==> config.mk <==
export PLATFORM = sky130hd
export DESIGN_NAME = countdown_bcd_display
export DESIGN_NICKNAME = d
export VERILOG_FILES = /design/src/rtl/countdown_pkg.sv /design/src/rtl/bcd_to_7seg.sv /design/src/rtl/countdown_bcd_display.sv
export SDC_FILE = /design/constraint.sdc
export NUM_CORES = 1
export LEC_CHECK = 0
export CORE_ASPECT_RATIO = 0.6
export CORE_UTILIZATION = 45
export DETAILED_ROUTE_END_ITERATION = 7
export PLACE_DENSITY = 0.67
export SLEW_MARGIN = 15
export SYNTH_ARGS = -nofsm -noshare
export SYNTH_HDL_FRONTEND = slang
export SYNTH_SLANG_ARGS = --single-unit
==> constraint.sdc <==
create_clock -name clk -period 2.35 [get_ports clk]
set_input_delay 0.705 -clock clk [delete_from_list [all_inputs] [get_ports clk]]
set_output_delay 0.705 -clock clk [all_outputs]
set_load 0.03 [all_outputs]
==> src/rtl/countdown_pkg.sv <==
// Shared types and seven-segment constants for the countdown BCD display path.
package countdown_pkg;

    typedef enum logic [1:0] {
        IDLE   = 2'd0,
        CONV   = 2'd1,
        UPDATE = 2'd2
    } disp_state_t;

    // Active-low segment patterns, bit order g..a
    localparam logic [6:0] SEG_0     = 7'b1000000;
    localparam logic [6:0] SEG_1     = 7'b1111001;
    localparam logic [6:0] SEG_2     = 7'b0100100;
    localparam logic [6:0] SEG_3     = 7'b0110000;
    localparam logic [6:0] SEG_4     = 7'b0011001;
    localparam logic [6:0] SEG_5     = 7'b0010010;
    localparam logic [6:0] SEG_6     = 7'b0000010;
    localparam logic [6:0] SEG_7     = 7'b1111000;
    localparam logic [6:0] SEG_8     = 7'b0000000;
    localparam logic [6:0] SEG_9     = 7'b0010000;
    localparam logic [6:0] SEG_BLANK = 7'b1111111;

endpackage

==> src/rtl/bcd_to_7seg.sv <==
// Combinational BCD nibble to active-low seven-segment decoder; non-decimal
// nibbles blank the digit.
module bcd_to_7seg
    import countdown_pkg::*;
(
    input  logic [3:0] nibble,
    output logic [6:0] seg
);

    always_comb begin
        seg = SEG_BLANK;
        case (nibble)
            4'd0:    seg = SEG_0;
            4'd1:    seg = SEG_1;
            4'd2:    seg = SEG_2;
            4'd3:    seg = SEG_3;
            4'd4:    seg = SEG_4;
            4'd5:    seg = SEG_5;
            4'd6:    seg = SEG_6;
            4'd7:    seg = SEG_7;
            4'd8:    seg = SEG_8;
            4'd9:    seg = SEG_9;
            default: seg = SEG_BLANK;
        endcase
    end

endmodule

==> src/rtl/countdown_bcd_display.sv <==
// Samples the countdown value, converts it to BCD with a one-step-per-cycle
// double-dabble engine and drives registered seven-segment digits.
module countdown_bcd_display
    import countdown_pkg::*;
#(
    parameter int N      = 6,
    parameter int DIGITS = 2
) (
    input  logic                  clk,
    input  logic                  reset,
    input  logic [N-1:0]          countdownIn,
    output logic [4*DIGITS-1:0]   bcdOut,
    output logic [7*DIGITS-1:0]   segOut,
    output logic                  busy,
    output logic                  valid
);

    localparam int SW = 4 * DIGITS;
    localparam int CW = $clog2(N + 1);

    disp_state_t         state, nextState;
    logic [N-1:0]        shiftReg, lastSample;
    logic [SW-1:0]       scratch, scratchAdj;
    logic [CW-1:0]       stepCnt;
    logic                primed;
    logic                start;
    logic [7*DIGITS-1:0] segDec;

    // A conversion is always run once after reset, even if the input is zero
    assign start = (state == IDLE) && (!primed || (countdownIn != lastSample));

    always_ff @(posedge clk or posedge reset) begin
        if (reset) state <= IDLE;
        else       state <= nextState;
    end

    always_comb begin
        nextState = state;
        case (state)
            IDLE:    if (start) nextState = CONV;
            CONV:    if (stepCnt == CW'(1)) nextState = UPDATE;
            UPDATE:  nextState = IDLE;
            default: nextState = IDLE;
        endcase
    end

    // Add-3 correction applied to every nibble before the shift
    always_comb begin
        scratchAdj = scratch;
        for (int d = 0; d < DIGITS; d++) begin
            if (scratch[4*d +: 4] >= 4'd5)
                scratchAdj[4*d +: 4] = scratch[4*d +: 4] + 4'd3;
        end
    end

    always_ff @(posedge clk or posedge reset) begin
        if (reset) begin
            shiftReg   <= '0;
            lastSample <= '0;
            scratch    <= '0;
            stepCnt    <= '0;
            primed     <= 1'b0;
            busy       <= 1'b0;
            valid      <= 1'b0;
            bcdOut     <= '0;
            segOut     <= {DIGITS{SEG_BLANK}};
        end else begin
            valid <= 1'b0;
            case (state)
                IDLE: begin
                    if (start) begin
                        shiftReg   <= countdownIn;
                        lastSample <= countdownIn;
                        scratch    <= '0;
                        primed     <= 1'b1;
                        busy       <= 1'b1;
                        stepCnt    <= CW'(N);
                    end
                end
                CONV: begin
                    scratch  <= {scratchAdj[SW-2:0], shiftReg[N-1]};
                    shiftReg <= {shiftReg[N-2:0], 1'b0};
                    stepCnt  <= stepCnt - CW'(1);
                end
                UPDATE: begin
                    bcdOut <= scratch;
                    segOut <= segDec;
                    valid  <= 1'b1;
                    busy   <= 1'b0;
                end
                default: ;
            endcase
        end
    end

    for (genvar d = 0; d < DIGITS; d++) begin : gDigit
        bcd_to_7seg uDec (
            .nibble (scratch[4*d +: 4]),
            .seg    (segDec[7*d +: 7])
        );
    end

endmodule

==> results of run 1 <==
## stage by stage
step	utilization (%)	area, sq um	instances	setup slack (ns)
2_1_floorplan	-	2520	252	0.467
3_3_place_gp	55.7	2910	341	0.0768
3_5_place_dp	55.7	2910	341	0.0370
4_1_cts	57.4	3000	349	0.126
5_1_grt	57.4	3000	349	0.0951
6_report	57.4	3000	349	0.142
## cells in the mapped netlist, types with 2 or more instances
| cell | count | area [sq um] |
|---|---|---|
| mux2_2 | 3 | 33.8 |
| and3_1 | 3 | 18.8 |
| a22oi_1 | 2 | 15.0 |
| inv_1 | 18 | 67.6 |
| nor2_1 | 8 | 30.0 |
| buf_2 | 11 | 55.1 |
| nand3_1 | 2 | 10.0 |
| a21oi_1 | 15 | 75.1 |
| clkbuf_1 | 2 | 7.51 |
| dfrtp_1 | 36 | 901 |
| mux2i_1 | 3 | 30.0 |
| nand2_1 | 39 | 146 |
| o22ai_1 | 2 | 12.5 |
| dfstp_2 | 14 | 368 |
| nand2b_1 | 8 | 50.1 |
| a22o_2 | 5 | 50.1 |
| ha_1 | 12 | 150 |
| a221o_2 | 4 | 45.0 |
| o31ai_1 | 4 | 30.0 |
| xnor2_1 | 9 | 78.8 |
| o21ai_0 | 32 | 160 |
| o22a_1 | 2 | 17.5 |
## registers in the layout, summed over array words and instances, names as in the netlist
register / cells
scratch: 8
busy: 1
lastSample: 6
valid: 1
bcdOut: 8
primed: 1
stepCnt: 3
shiftReg: 6
segOut: 14
state: 2
## layer usage
layer / wire, microns / GRT usage [%] / up-vias
li1: - / - / 928
met1: 2840 / 30.0 / 881
met2: 2020 / 27.4 / 27
met3: 161 / 4.44 / 8
met4: 53 / 5.76 / 0
met5: 0 / 0 / -
## layout make-up
class	count	share of cell area [%]
sequential	50	42.3
timing repair buffer	37	12.7
multi-input combinational	170	37.0
clock buffer	7	2.88
inverter	18	2.25
tap	66	2.75
clock inverter	1	0.167
## worst paths after layout
check | start | end | cells past startpoint
min | segOut[9]$_DFFE_PP1P_ | segOut[9]$_DFFE_PP1P_ | 2
max in group asynchronous | reset | segOut[1]$_DFFE_PP1P_ | 3
max | segOut[0]$_DFFE_PP1P_ | segOut[0] | 1
min reg2reg | segOut[9]$_DFFE_PP1P_ | segOut[9]$_DFFE_PP1P_ | 2
min in group asynchronous | reset | scratch[3]$_DFFE_PP0P_ | 3
max reg2reg | scratch[0]$_DFFE_PP0P_ | scratch[3]$_DFFE_PP0P_ | 6
## logic make-up after synthesis
family,synth area share (%)
AOI/OAI and AO/OA,20.3
adders and majority gates,5.95
DFF,50.3
muxes,2.53
xor gates and xnor gates,3.13
and+or+nand+nor,12.2
buffers and inverters,5.60
## placed cells by master, fill, tap and decap left out, types with 3 or more instances in the layout
cell	synthesis	routed
inv_1	18	17
xnor2_1	9	9
mux2i_1	3	3
mux2_2	3	3
a21oi_1	15	15
nand2b_1	8	8
o31ai_1	4	4
a22o_2	5	5
nor2_1	8	8
buf_4	0	4
dfstp_2	14	14
a221o_2	4	4
nand2_1	39	39
clkdlybuf4s50_1	0	31
clkbuf_8	0	6
dfrtp_1	36	36
ha_1	12	12
and3_1	3	3
o21ai_0	32	32
## power by group through the flow
stage	combinational, uW	sequential, uW	clock (uW)
2_1_floorplan	1470	1970	0
3_3_place_gp	2470	1700	0
3_5_place_dp	2510	1710	0
4_1_cts	2510	1700	534
5_1_grt	2770	1760	571
6_report	2500	1700	519
==> summary.txt, run 1 <==
Status
  • Status: finished clean

Pwr
  • Switching Power: 2000 uW
  • Power share of the clock group: 11.0%
  • Internal power: 2710 uW
  • Sequential cell fraction of total power: 36.0%
  • Leakage: 0.00137 uW
  • Switch share: 42.4%
  • PwrDens: 1570 nW/um^2
  • Comb pwr share: 53.0%
  • VDD IR max: 809 uV
  • Tot Pwr: 4710 uW

Worst setup path
  • Crit-path slowest cell: clkdlybuf4s50_1
  • Slowest stage delay, CP: 0.66 ns
  • CP Data Required Time: 1.64 ns
  • Crit path max fanout: 2
  • CP Buf/Inv Count: 1
  • Kind of critical path: flip-flop to primary output
  • R2r setup slk: 0.50 ns
  • CP Capture Type: primary output
  • Critical Path AT: 1.50 ns
  • Family with the most delay on the worst path: buffers and inverters
  • Critical Path, Cell by Cell: clkdlybuf4s50_1
  • Critical Path Source Type: flip-flop

Final layout
  • Fill cells: 471
  • Multi-input logic area: 1110 sq um
  • Nets@finish: 302
  • Storage cell area: 1270 sq um
  • Area grow syn2layout: 19.0%
  • Share of cells above drive strength 1: 17.0%
  • Ant diodes: 0

Clock tree
  • Hold buffers post-CTS: 0
  • H-tree levels: 2
  • Root Buffer: clkbuf_8
  • Clock Tree Buf Depth: 2
  • Clock-pin slew on the worst setup and hold paths: 0.09 ns
  • Post-CTS sizing: 0
  • CTS buffer count: 5
  • Clk_lat worst skew: 0.30 ns
  • Post-CTS setup repair buffer count: 0
  • CTS tree: done
  • # clock sinks: 50

Floorplan
  • Rows: 20
  • Height of the die: 60.0 microns
  • Starting Density: 48.2%
  • IO Pins: 32
  • Core Area: 5230 sq um
  • Die width: 98.7 microns
  • Die area: 5920 sq um

STA
  • Min Tclk post-route: 2.21 ns
  • Max Clk Rate: 453 MHz
  • Hold_ws: 0.472 ns
  • TNS Setup: 0 ns
  • Final hold vios: 0
  • Final Slew Violations: 0
  • Tightest Pin Transition: 0.555 ns
  • Max transition margin: 62.9%
  • Final Cycle Share: 93.9%
  • Final setup viols: 0
  • RSZ-0062 raised after global routing: no
  • Layout Skew: 0.00783 ns

Drt
  • Post-DR wirelength/cell: 14.5 microns
  • Routed Antenna Nets: 0
  • TritonRoute pass-1 iters: 4
  • Detailed-route via count: 1844
  • DRC: 0
  • Via-to-Cell Ratio: 5.28
  • Wirelength, routed: 5.07 mm
  • Iteration-0 DRC Markers: 83

Yosys
  • Mapped Nets: 272
  • Distinct cell type count after synthesis: 40
  • Cells after Synth: 252
  • Register bit count reported by yosys: 50
  • Mapped cell area: 2520 sq um
  • Async SR Flop Fraction: 100%
  • Sequential-to-total area share from yosys stat: 50.3%
  • Leading register cell type out of synthesis: dfrtp_1
  • YS warnings: 0
  • Avg Synthesized Cell Area: 10.0 sq um
  • Post-synth EDFFs: 0

Run
  • Max Cap Viol: 0

Min path
  • Hold crit path type: flip-flop to flip-flop

Placement
  • DP HPWL: 3.62 mm
  • Port Buffer Count: 31
  • GPL Wtd Cong: 0.790

Global routing
  • Grt ovf: 0
  • Vias in the first global route: 1757
  • Initial antenna violation count: 0
  • Largest net degree at the start of global routing: 51
  • First-pass GRT wire length: 8.73 mm
  • GRT Total Usage: 19.6%
(Power assumes the default switching activity.)
==> inputs of run 2 (changes only) <==
- CELL_PAD_IN_SITES_DETAIL_PLACEMENT: not set -> 1
- CELL_PAD_IN_SITES_GLOBAL_PLACEMENT: not set -> 1
- CORE_UTILIZATION: 45 -> 43
- PLACE_DENSITY: 0.67 -> 0.79
==> run 2 against run 1 <==
Against the previous run:
- worst setup slack worse by 0.0089 ns
- count of clock-buffer cells in the layout down 1
- via count up 3.7%
- critical path depth unchanged
- flip-flop and latch count unchanged
- largest power group unchanged
==> summary.txt, run 2 (same netlist as run 1, synthesis figures left out) <==
Status
  • Status: finished clean

STA
  • Final Cycle Share: 94.3%
  • Hold_ws: 0.477 ns
  • Max transition margin: 56.5%
  • Tightest Pin Transition: 0.650 ns
  • TNS Setup: 0 ns
  • Max Clk Rate: 451 MHz
  • Final worst setup slack: 0.134 ns
  • Final Slew Violations: 0
  • Layout Skew: 0.00516 ns
  • RSZ-0062 raised after global routing: no
  • Final hold vios: 0
  • Final setup viols: 0
  • Min Tclk post-route: 2.22 ns

Min path
  • Hold crit path type: flip-flop to flip-flop

Worst setup path
  • Critical Path Source Type: flip-flop
  • CP Data Required Time: 1.64 ns
  • Crit path max fanout: 2
  • CP Capture Type: primary output
  • CP Buf/Inv Count: 1
  • Slowest stage delay, CP: 0.67 ns
  • Critical Path AT: 1.51 ns
  • Family with the most delay on the worst path: buffers and inverters
  • Critical Path, Cell by Cell: clkdlybuf4s50_1
  • Crit-path slowest cell: clkdlybuf4s50_1
  • Kind of critical path: flip-flop to primary output

Placement
  • Placed Cells: 355
  • GPL Wtd Cong: 0.813
  • Place WS: 0.0278 ns
  • Port Buffer Count: 31
  • DP HPWL: 4.01 mm

Final layout
  • Commonest non-fill, non-tap cell in the layout: nand2_1
  • Top Registers: segOut x14, bcdOut x8, scratch x8
  • Final non-filler cell total: 363
  • Nets@finish: 302
  • Most flops, register: segOut
  • Util after Layout: 53.6%
  • Multi-input logic area: 1110 sq um
  • Max reg flops: 14
  • Ant diodes: 0
  • Fill cells: 638
  • Commonest non-fill, non-tap cells in the layout: 39 x nand2_1, 36 x dfrtp_1, 32 x o21ai_0
  • Area grow syn2layout: 19.4%
  • Storage cell area: 1270 sq um
  • Share of cells above drive strength 1: 17.3%

Global routing
  • Largest net degree at the start of global routing: 51
  • Vias in the first global route: 1842
  • First-pass GRT wire length: 9.19 mm
  • Grt ovf: 0
  • Initial antenna violation count: 0
  • GRT Total Usage: 19.6%

Clock tree
  • Post-CTS sizing: 0
  • Clock Tree Buf Depth: 2
  • Clk_lat worst skew: 0.30 ns
  • Clock-pin slew on the worst setup and hold paths: 0.09 ns
  • CTS buffer count: 5
  • Post-CTS setup repair buffer count: 0
  • H-tree levels: 2
  • CTS tree: done
  • Hold buffers post-CTS: 0
  • Root Buffer: clkbuf_8
  • # clock sinks: 50

Floorplan
  • Height of the die: 61.3 microns
  • Rows: 21
  • Die area: 6190 sq um
  • Die width: 101 microns
  • IO Pins: 32
  • Starting Density: 44.9%
  • Core Area: 5620 sq um

Drt
  • TritonRoute pass-1 iters: 4
  • Via-to-Cell Ratio: 5.27
  • Wirelength, routed: 5.55 mm
  • Routed Antenna Nets: 0
  • Detailed-route via count: 1913
  • DRC: 0
  • Post-DR wirelength/cell: 15.3 microns
  • Iteration-0 DRC Markers: 51

Pwr
  • Leakage: 0.00136 uW
  • VDD IR max: 590 uV
  • PwrDens: 1580 nW/um^2

Run
  • Max Cap Viol: 0
[run 2: changes by cell type in the layout (fill, tap and decap cells not counted)]
cell	previous run	this run
buf_12	2	1
buf_4	4	5
clkbuf_1	1	0
clkinvlp_4	0	1
[run 2: per-stage QoR]
stage / total power [uW] / cell area, sq um
6_report: 4750 / 3010
5_1_grt: 5130 / 3010
4_1_cts: 4780 / 3010
3_5_place_dp: 4250 / 2920
3_3_place_gp: 4160 / 2920
2_1_floorplan: 3440 / 2520
[run 2: cell type report]
type                            count  area share [%]
Clock inverter                      2           0.415
Clock buffer                        6            2.74
Tap cell                           80            3.32
Multi-Input combinational cell    170            36.9
Timing Repair Buffer               37            12.2
Sequential cell                    50            42.1
Inverter                           18            2.24
[run 2: worst paths after layout]
check	startpoint	endpoint	slack, ns	cells past startpoint
min in group asynchronous	reset	shiftReg[5]$_DFFE_PP0P_	0.75	3
hold reg to reg	segOut[9]$_DFFE_PP1P_	segOut[9]$_DFFE_PP1P_	0.48	2
setup reg to reg	scratch[1]$_DFFE_PP0P_	scratch[3]$_DFFE_PP0P_	0.50	6
hold / removal	segOut[9]$_DFFE_PP1P_	segOut[9]$_DFFE_PP1P_	0.48	2
setup / recovery	segOut[9]$_DFFE_PP1P_	segOut[9]	0.13	1
max in group asynchronous	reset	segOut[4]$_DFFE_PP1P_	1.30	3
[run 2: metal layers]
metal	routed length [microns]	global-route usage [%]	share of wire (%)
met4	31	4.35	0.56
met5	0	0	0
met1	3010	29.9	54
met3	108	3.75	1.9
met2	2410	28.9	43
[run 2: where the power goes]
group	internal [uW]	switching [uW]	total (uW)
Combinational	1120	1390	2510
Clock	237	287	524
Sequential	1340	371	1710
Total	2700	2050	4750
